[src/rtl/tcb_arb.sv]
// tcb_arb: round-robin arbiter sharing one TCB manager port among N requesting managers.
// Optional feature macro TCB_ARB_LOCK_EN: sub_lck keeps the grant on one port across transfers.
module tcb_arb #(
  parameter int N   = 2,
  parameter int AW  = 32,
  parameter int DW  = 32,
  parameter int SW  = 8,
  parameter int DLY = 1
) (
  input  logic                  clk,
  input  logic                  rst,
  input  logic [N-1:0]          sub_vld,
  input  logic [N-1:0]          sub_wen,
  input  logic [N*(DW/SW)-1:0]  sub_ben,
  input  logic [N*AW-1:0]       sub_adr,
  input  logic [N*DW-1:0]       sub_wdt,
  input  logic [N-1:0]          sub_lck,
  output logic [N-1:0]          sub_rdy,
  output logic [N*DW-1:0]       sub_rdt,
  output logic [N-1:0]          sub_err,
  output logic                  man_vld,
  output logic                  man_wen,
  output logic [DW/SW-1:0]      man_ben,
  output logic [AW-1:0]         man_adr,
  output logic [DW-1:0]         man_wdt,
  input  logic                  man_rdy,
  input  logic [DW-1:0]         man_rdt,
  input  logic                  man_err
);

  localparam int BW = DW / SW;
  localparam int IW = (N > 1) ? $clog2(N) : 1;

  // Handshake: a transfer happens in the cycle where man_vld & man_rdy; a requester that sees
  // vld high without rdy must keep its request stable until the cycle it sees sub_rdy high.
  logic [IW-1:0] ptr_q, ptr_d;
  logic [IW-1:0] hold_id_q, hold_id_d;
  logic          hold_q, hold_d;
  logic [IW-1:0] gnt;
  logic          xfer;

  always_comb begin
    logic [IW:0]   sum;
    logic [IW-1:0] cand;
    logic          found;
    sum   = '0;
    cand  = '0;
    found = hold_q;
    gnt   = hold_id_q;
    for (int k = 1; k <= N; k++) begin
      sum = {1'b0, ptr_q} + (IW+1)'(k);
      if (sum >= (IW+1)'(N)) sum = sum - (IW+1)'(N);
      cand = sum[IW-1:0];
      if (!found && sub_vld[cand]) begin
        gnt   = cand;
        found = 1'b1;
      end
    end
  end

  assign man_vld = rst & (|sub_vld);
  assign xfer    = man_vld & man_rdy;

  always_comb begin
    man_wen = 1'b0;
    man_ben = '0;
    man_adr = '0;
    man_wdt = '0;
    for (int i = 0; i < N; i++) begin
      if (gnt == IW'(i)) begin
        man_wen = sub_wen[i];
        man_ben = sub_ben[i*BW +: BW];
        man_adr = sub_adr[i*AW +: AW];
        man_wdt = sub_wdt[i*DW +: DW];
      end
    end
  end

  always_comb begin
    sub_rdy = '0;
    if (rst) sub_rdy[gnt] = man_rdy;
  end

  always_comb begin
    ptr_d     = ptr_q;
    hold_d    = hold_q;
    hold_id_d = hold_id_q;
    if (xfer) begin
`ifdef TCB_ARB_LOCK_EN
      if (sub_lck[gnt]) begin
        hold_d    = 1'b1;
        hold_id_d = gnt;
      end else begin
        ptr_d  = gnt;
        hold_d = 1'b0;
      end
`else
      ptr_d  = gnt;
      hold_d = 1'b0;
`endif
    end else if (man_vld) begin
      hold_d    = 1'b1;
      hold_id_d = gnt;
    end
    // A holder that withdraws its request releases the grant.
    if (hold_q && !sub_vld[hold_id_q]) hold_d = 1'b0;
  end

`ifndef TCB_ARB_LOCK_EN
  logic unused_lck;
  assign unused_lck = ^sub_lck;
`endif

  always_ff @(posedge clk) begin
    if (!rst) begin
      ptr_q     <= IW'(N-1);
      hold_q    <= 1'b0;
      hold_id_q <= '0;
    end else begin
      ptr_q     <= ptr_d;
      hold_q    <= hold_d;
      hold_id_q <= hold_id_d;
    end
  end

  logic          resp_v;
  logic [IW-1:0] resp_id;

  if (DLY == 0) begin : g_nodly
    assign resp_v  = xfer;
    assign resp_id = gnt;
  end else begin : g_pipe
    logic [DLY-1:0] v_q, v_d;
    logic [IW-1:0]  id_q [DLY];
    logic [IW-1:0]  id_d [DLY];

    always_comb begin
      v_d[0]  = xfer;
      id_d[0] = gnt;
      for (int s = 1; s < DLY; s++) begin
        v_d[s]  = v_q[s-1];
        id_d[s] = id_q[s-1];
      end
    end

    always_ff @(posedge clk) begin
      if (!rst) begin
        v_q <= '0;
        for (int s = 0; s < DLY; s++) id_q[s] <= '0;
      end else begin
        v_q  <= v_d;
        id_q <= id_d;
      end
    end

    assign resp_v  = v_q[DLY-1];
    assign resp_id = id_q[DLY-1];
  end

  // Responses in flight across a reset are dropped: the pipe is cleared and outputs gated.
  always_comb begin
    sub_rdt = '0;
    sub_err = '0;
    for (int i = 0; i < N; i++) begin
      if (rst && resp_v && resp_id == IW'(i)) begin
        sub_rdt[i*DW +: DW] = man_rdt;
        sub_err[i]          = man_err;
      end
    end
  end

endmodule

[config.mk]
export PLATFORM = sky130hd
export DESIGN_NAME = tcb_arb
export DESIGN_NICKNAME = d
export VERILOG_FILES = /design/src/rtl/tcb_arb.sv
export SDC_FILE = /design/constraint.sdc
export NUM_CORES = 1
export LEC_CHECK = 0
export CAP_MARGIN = 40
export CORE_AREA = 2 2 124 126
export DETAILED_ROUTE_END_ITERATION = 8
export DIE_AREA = 0 0 126 128
export PLACE_DENSITY = 0.59
export SYNTH_ARGS = -nofsm -noshare
export SYNTH_HDL_FRONTEND = slang
export SYNTH_SLANG_ARGS = --single-unit
[constraint.sdc]
create_clock -name clk -period 2.35 [get_ports clk]
set_clock_uncertainty 0.15 [all_clocks]
set_input_delay 0.47 -clock clk [delete_from_list [all_inputs] [get_ports clk]]
set_output_delay 0.47 -clock clk [all_outputs]
set_load 0.01 [all_outputs]
# == Word level (Yosys, flattened, before mapping) ==
# Index checks and enable logic that the tools add are counted.
# op_classes
addsub,4
multipliers,0
n_div,0
order_cmp,7
n_eq_ne,0
shift,0
n_mux,22
bitwise_logic,6
reduce_logical,13
# op_table
op,count
$mux 32,4
$mux 1,15
$lt 1x2->1 const B,4
$logic_and 1x1->1,7
$ge 2x2->1 const B,2
$mux 4,1
$logic_not 1->1,3
$not 1->1,3
$reduce_or 3->1,1
$add 1x1->2 const B,1
$add 1x2->2 const B,1
$and 1x1->1,2
$and 2x2->2,1
$mux 2,1
$reduce_and 2->1,1
$reduce_or 2->1,1
$sub 1x1->1 const B,2
$demux 1 s1,1
$ge 1x1->1 const B,1
# word_totals
register_bits,5
latchBits,0
ramBits,0
mem_bits_ro,0
input_bits,178
output_inout_bits,138
word_cells,57
n_memories,0

# == Longest topological paths before layout ==
# depth
depth_word,16
depth_mapped,5
ltp_nobuf,3

# == Worst setup path before layout ==
# No wires, ideal clock.
# synth_path
path_kind,input-to-output
start,input sub_vld[0]
end,output man_adr[0]
arrival_ns,1.433
t_required_ns,1.730
slack_ns,0.297
path_stages,5
path_buffers,2
cell_sequence,nand2_1 -> a32oi_1 -> buf_4 -> buf_6 -> mux2_1
# synth_between
elab_chain_cells,8
elab_cells_between_ends,11
classes_between,mux (8); reduce/logical (3)
# synth_lines
element,line_no,text
start: declaration,12,"input logic [N-1:0] sub_vld,"
$mux 1 (not written as such) (2 in series),54,if (!found && sub_vld[cand]) begin
$logic_and 1x1->1,54,
$mux 1,54,
$logic_not 1->1,54,
$logic_and 1x1->1,54,
$mux 1 *,54,
$mux 32 *,70,if (gnt == IW'(i)) begin
end: declaration,24,"output logic [AW-1:0] man_adr,"
# Mark *: on every way between the ends. The rest lies on a longest branch, timed or not. The select of a mux whose other input is x is not followed.

# == Worst setup path in the final report ==
# layout_path
start,register hold_q
end,output man_wdt[5]
# layout_between
elab_chain_cells,7
elab_cells_between_ends,8
classes_between,mux (4); reduce/logical (4)
# layout_lines
element,line_no,text
start: declaration,38,"logic hold_q, hold_d;"
start signal: assignment,121,hold_q <= hold_d;
$logic_not 1->1,54,
$logic_and 1x1->1,54,
$mux 1,54,
$logic_not 1->1,54,
$logic_and 1x1->1,54,
$mux 1 *,54,
$mux 32 *,70,
end: declaration,25,"output logic [DW-1:0] man_wdt,"
# Mark *: on every way between the ends. The rest lies on a longest branch, timed or not.

==> out/qor_table.md <==
| Metric | This run |
|:---|:---|
| CTS tree | done |
| Maximum cell stage delay along the critical path | 0.32 ns |
| IO Port Bufs | 313 |
| Largest family of logic cells by synthesized area | multiplexers |
| Core ar. | 14900 um^2 |
| Portion of the clock cycle consumed by the worst path in the final layout | 107% |
| Critical Path RT | 1.73 ns |
| Clock-pin slew reported for the worst setup and hold paths after clock tree synthesis | 0.03 ns |
| Die Y-Extent | 128 um |
| Placed Instance Area | 4980 um^2 |
| Clock tree buffer depth | 2 |
| Pin count of the biggest net entering global routing | 18 |
| Compound-Gate Fraction of Synth Area | 2.31% |
| End-of-flow core utilization | 39.4% |
| Min-delay worst type | flip-flop to flip-flop |
| Buf+Inv Stages, Crit Path | 6 |
| Critical Path Slowest Stage Cell | sky130_fd_sc_hd__dfxtp_2 |
| Antenna violations before repair | 2 |
| RSZ-0062 raised after global routing | true |
| Residual DRC | 0 |
| Switching pwr | 0.471 mW |
| Setup slack after layout | -0.168 ns |
| Count of filler cells inserted in the layout | 1476 |
| Worst Tran Pin Value | 0.227 ns |
| Number of levels the H-tree was split into | 1 |
| Share of the synthesized netlist area taken by xor and xnor gates | 0% |
| Max VDD drop | 0.261 mV |
| Clock period minus worst slack | 2.52 ns |
| Worst Setup Path Type | flip-flop to output port |
| Initial Utilization | 10.2% |
| Result of the run | finished, violations left |
| Number of iterations in the first detailed-routing pass | 4 |
| Critical Path End Type | output port |
| Combinational fraction of design power | 77.8% |
| Iteration-0 DRC count of the detailed router | 29 |
| Total of hold buffers inserted after clock tree synthesis | 0 |
| CP Cell Sequence | nand2b_4 > a32oi_4 > buf_6 > buf_12 > buf_12 > buf_8 > buf_16 > mux2_4 > buf_6 |
| Post-synthesis simple-gate area fraction | 31.0% |
| Worst hold start | hold_q |
| Final Hold Vio Count | 0 |
| CP Max Fanout | 5 |
| Post-Route WL | 11800 um |
| Number of instances in the synthesized netlist | 177 |
| Number of buffers inserted during clock tree synthesis | 3 |
| Worst slew margin relative to its limit | 84.8% |
| Grt ovf | 0 |
| Post-synthesis cell area | 1520 um^2 |
| Number of nets in the layout | 708 |
| Portion of the post-synthesis area used by sequential elements | 6.61% |
| Post-DRT Antenna Nets | 0 |
| Total half-perimeter wirelength after legalization and detailed placement | 9290 um |
| Aggregate global-route resource usage | 13.7% |
| Start point of the critical path | hold_q |
| Violated checks | setup timing |
| Area share of fa/ha/maj cells after synthesis | 0% |
| Arrival time at the worst endpoint | 1.90 ns |
| Nets in the synthesized netlist | 355 |
| I/O pin count | 316 |
| Cell variety after synth | 19 |
| Source-to-sink clock delay at the later pin of the worst-skew pair | 0.22 ns |
| Sequential share of power | 5.8% |
| Final instance area | 5850 um^2 |
| Routed len/inst | 16.5 um |
| Growth of design area from synthesis to finish | 286% |
| Clock root buffer master | sky130_fd_sc_hd__clkbuf_16 |
| Leakage power of the design | 2.89 nW |
| DIE AREA | 16100 um^2 |
| Number of maximum-capacitance constraint violations | 0 |
| Worst Setup Start Kind | flip-flop |
| Via count of the first global-routing pass | 2888 |
| Pwr Total | 1.69 mW |
| Kind of cell with the highest combined delay on the critical path | buffers and inverters |
| Final non-filler cell total | 719 |
| Detailed-route via count | 2726 |
| Maximum operating frequency | 0.397 GHz |
| Placer Congestion | 0.918 |
| Net Sw Frac | 27.9% |
| Number of standard-cell rows in the floorplan | 45 |
| Power per cell area | 288 nW/um^2 |
| Share of post-route cells with drive strength above 1 | 37.8% |
| Yosys Warn Count | 0 |
| Post-placement cell count | 680 |
| Setup violation total in the final timing report | 47 |
| Die W | 126 um |
| Wire length of the first global-routing pass | 17100 um |
| Total of flip-flops plus latches after synthesis | 5 |
| Synthesized area divided by synthesized cell count | 8.56 um^2 |
| Via density per instance | 3.79 |
| Int Pwr | 1.22 mW |
| Number of max-slew violations in the final report | 0 |
| Relative contribution of the clock network to total power | 16.3% |
| Launch point of the worst reg-to-reg path | hold_q |
| Portion of netlist area occupied by mux cells | 52.6% |
| Number of clock sinks | 5 |
-- final timing paths --
kind | endpoint | slack [ns] | depth (start not counted)
worst min-delay path | hold_q | 0.29 | 1
worst max register to register | hold_id_q | 0.71 | 8
worst max-delay path | man_wdt[5] | -0.17 | 9
worst min register to register | hold_q | 0.29 | 1
-- worst register-to-register path: stages, from the launching register on --
cell and delay (ns):
sky130_fd_sc_hd__dfxtp_2 0.34, sky130_fd_sc_hd__nand2b_4 0.13, sky130_fd_sc_hd__a32oi_4 0.05, sky130_fd_sc_hd__buf_4 0.15, sky130_fd_sc_hd__buf_6 0.10, sky130_fd_sc_hd__buf_6 0.10
sky130_fd_sc_hd__buf_6 0.12, sky130_fd_sc_hd__buf_4 0.14, sky130_fd_sc_hd__a311oi_1 0.26
-- power by group through the flow --
| stage | combinational (mW) | sequential [mW] | clock, mW |
|---|---|---|---|
| after floorplan | 0.310 | 0.0955 | 0 |
| after global placement | 0.966 | 0.0968 | 0 |
| after detailed placement | 0.970 | 0.0971 | 0 |
| after CTS | 1.33 | 0.0986 | 0.280 |
| after global routing | 1.38 | 0.0990 | 0.285 |
| final | 1.31 | 0.0986 | 0.276 |
-- stage by stage --
| step | TNS (ns) | setup slack (ns) | hold slack, ns |
|---|---|---|---|
| finish | -4.54 | -0.168 | 0.294 |
| global route | -8.49 | -0.232 | 0.311 |
| CTS | -8.90 | -0.231 | 0.293 |
| detailed placement | -78.75 | -0.863 | 0.300 |
| global placement | -75.61 | -0.849 | 0.287 |
| floorplan | 0 | 0.297 | 0.266 |
-- state kept, by name, indices dropped and copies added (netlist names) --
| register | flops |
|---|---|
| g_pipe.v_q | 1 |
| ptr_q | 1 |
| hold_id_q | 1 |
| hold_q | 1 |
| g_pipe.id_q | 1 |
-- placed cells by master (no fill, tap or decap), types with 5 or more instances in the layout --
master                            synthesis  routed
sky130_fd_sc_hd__clkdlybuf4s50_1          0     173
sky130_fd_sc_hd__buf_6                    6      75
sky130_fd_sc_hd__and2_1                  66      66
sky130_fd_sc_hd__mux2_4                   0      62
sky130_fd_sc_hd__dlygate4sd2_1            0      53
sky130_fd_sc_hd__buf_4                    1      13
sky130_fd_sc_hd__clkdlybuf4s15_1          0      12
sky130_fd_sc_hd__buf_12                   0      11
sky130_fd_sc_hd__buf_2                    1      10
sky130_fd_sc_hd__buf_8                    0       6
sky130_fd_sc_hd__mux2_1                  55       5
sky130_fd_sc_hd__nor2_1                   6       5
sky130_fd_sc_hd__buf_16                   0       5
-- cell type report --
class                      count  area (um^2)  area share [%]
inverter                       3         11.3           0.192
tap                          188          235            4.02
clock buffer                   4         78.8            1.35
antenna                        2         5.00          0.0855
multi-input combinational    155         1580            27.0
timing repair buffer         362         3840            65.6
sequential                     5          103            1.75
-- logic make-up (layout without fill, tap and decap cells) --
group | count (synthesis) | count (layout)
buffers and inverters | 17 | 369
AOI/OAI and AO/OA | 5 | 5
DFF | 5 | 5
other | 0 | 2
muxes | 71 | 71
and+or+nand+nor | 79 | 79
-- cell usage after synthesis --
cell type / n / area, um^2
sky130_fd_sc_hd__mux2_2: 14 / 158
sky130_fd_sc_hd__clkbuf_1: 6 / 22.5
sky130_fd_sc_hd__mux2_1: 55 / 619
sky130_fd_sc_hd__mux2i_1: 2 / 20.0
sky130_fd_sc_hd__o21a_1: 1 / 7.51
sky130_fd_sc_hd__a21oi_1: 2 / 10.0
sky130_fd_sc_hd__buf_6: 6 / 67.6
sky130_fd_sc_hd__a311oi_1: 1 / 8.76
sky130_fd_sc_hd__nand2_1: 4 / 15.0
sky130_fd_sc_hd__a32oi_1: 1 / 8.76
sky130_fd_sc_hd__and3_1: 1 / 6.26
sky130_fd_sc_hd__nor2b_1: 1 / 6.26
sky130_fd_sc_hd__buf_4: 1 / 7.51
sky130_fd_sc_hd__dfxtp_1: 5 / 100
sky130_fd_sc_hd__inv_1: 3 / 11.3
sky130_fd_sc_hd__and2_1: 66 / 413
sky130_fd_sc_hd__nand2b_1: 1 / 6.26
sky130_fd_sc_hd__nor2_1: 6 / 22.5
sky130_fd_sc_hd__buf_2: 1 / 5.00
-- routing by layer --
| metal | wire length (um) | global-route usage (%) | vias to the layer above |
|---|---|---|---|
| li1 | - | - | 1311 |
| met1 | 4510 | 15.4 | 1235 |
| met2 | 6160 | 25.3 | 166 |
| met3 | 888 | 3.46 | 14 |
| met4 | 277 | 3.94 | 0 |
| met5 | 0 | 0 | - |
-- repair_timing --
action,4_1_cts,5_1_grt
pin swaps,3,2
resized for setup,534,28
buffers inserted,22,6
cloned,11,0
setup endpoints to repair,138,87
No activity file was read; power rests on OpenSTA's default activity.
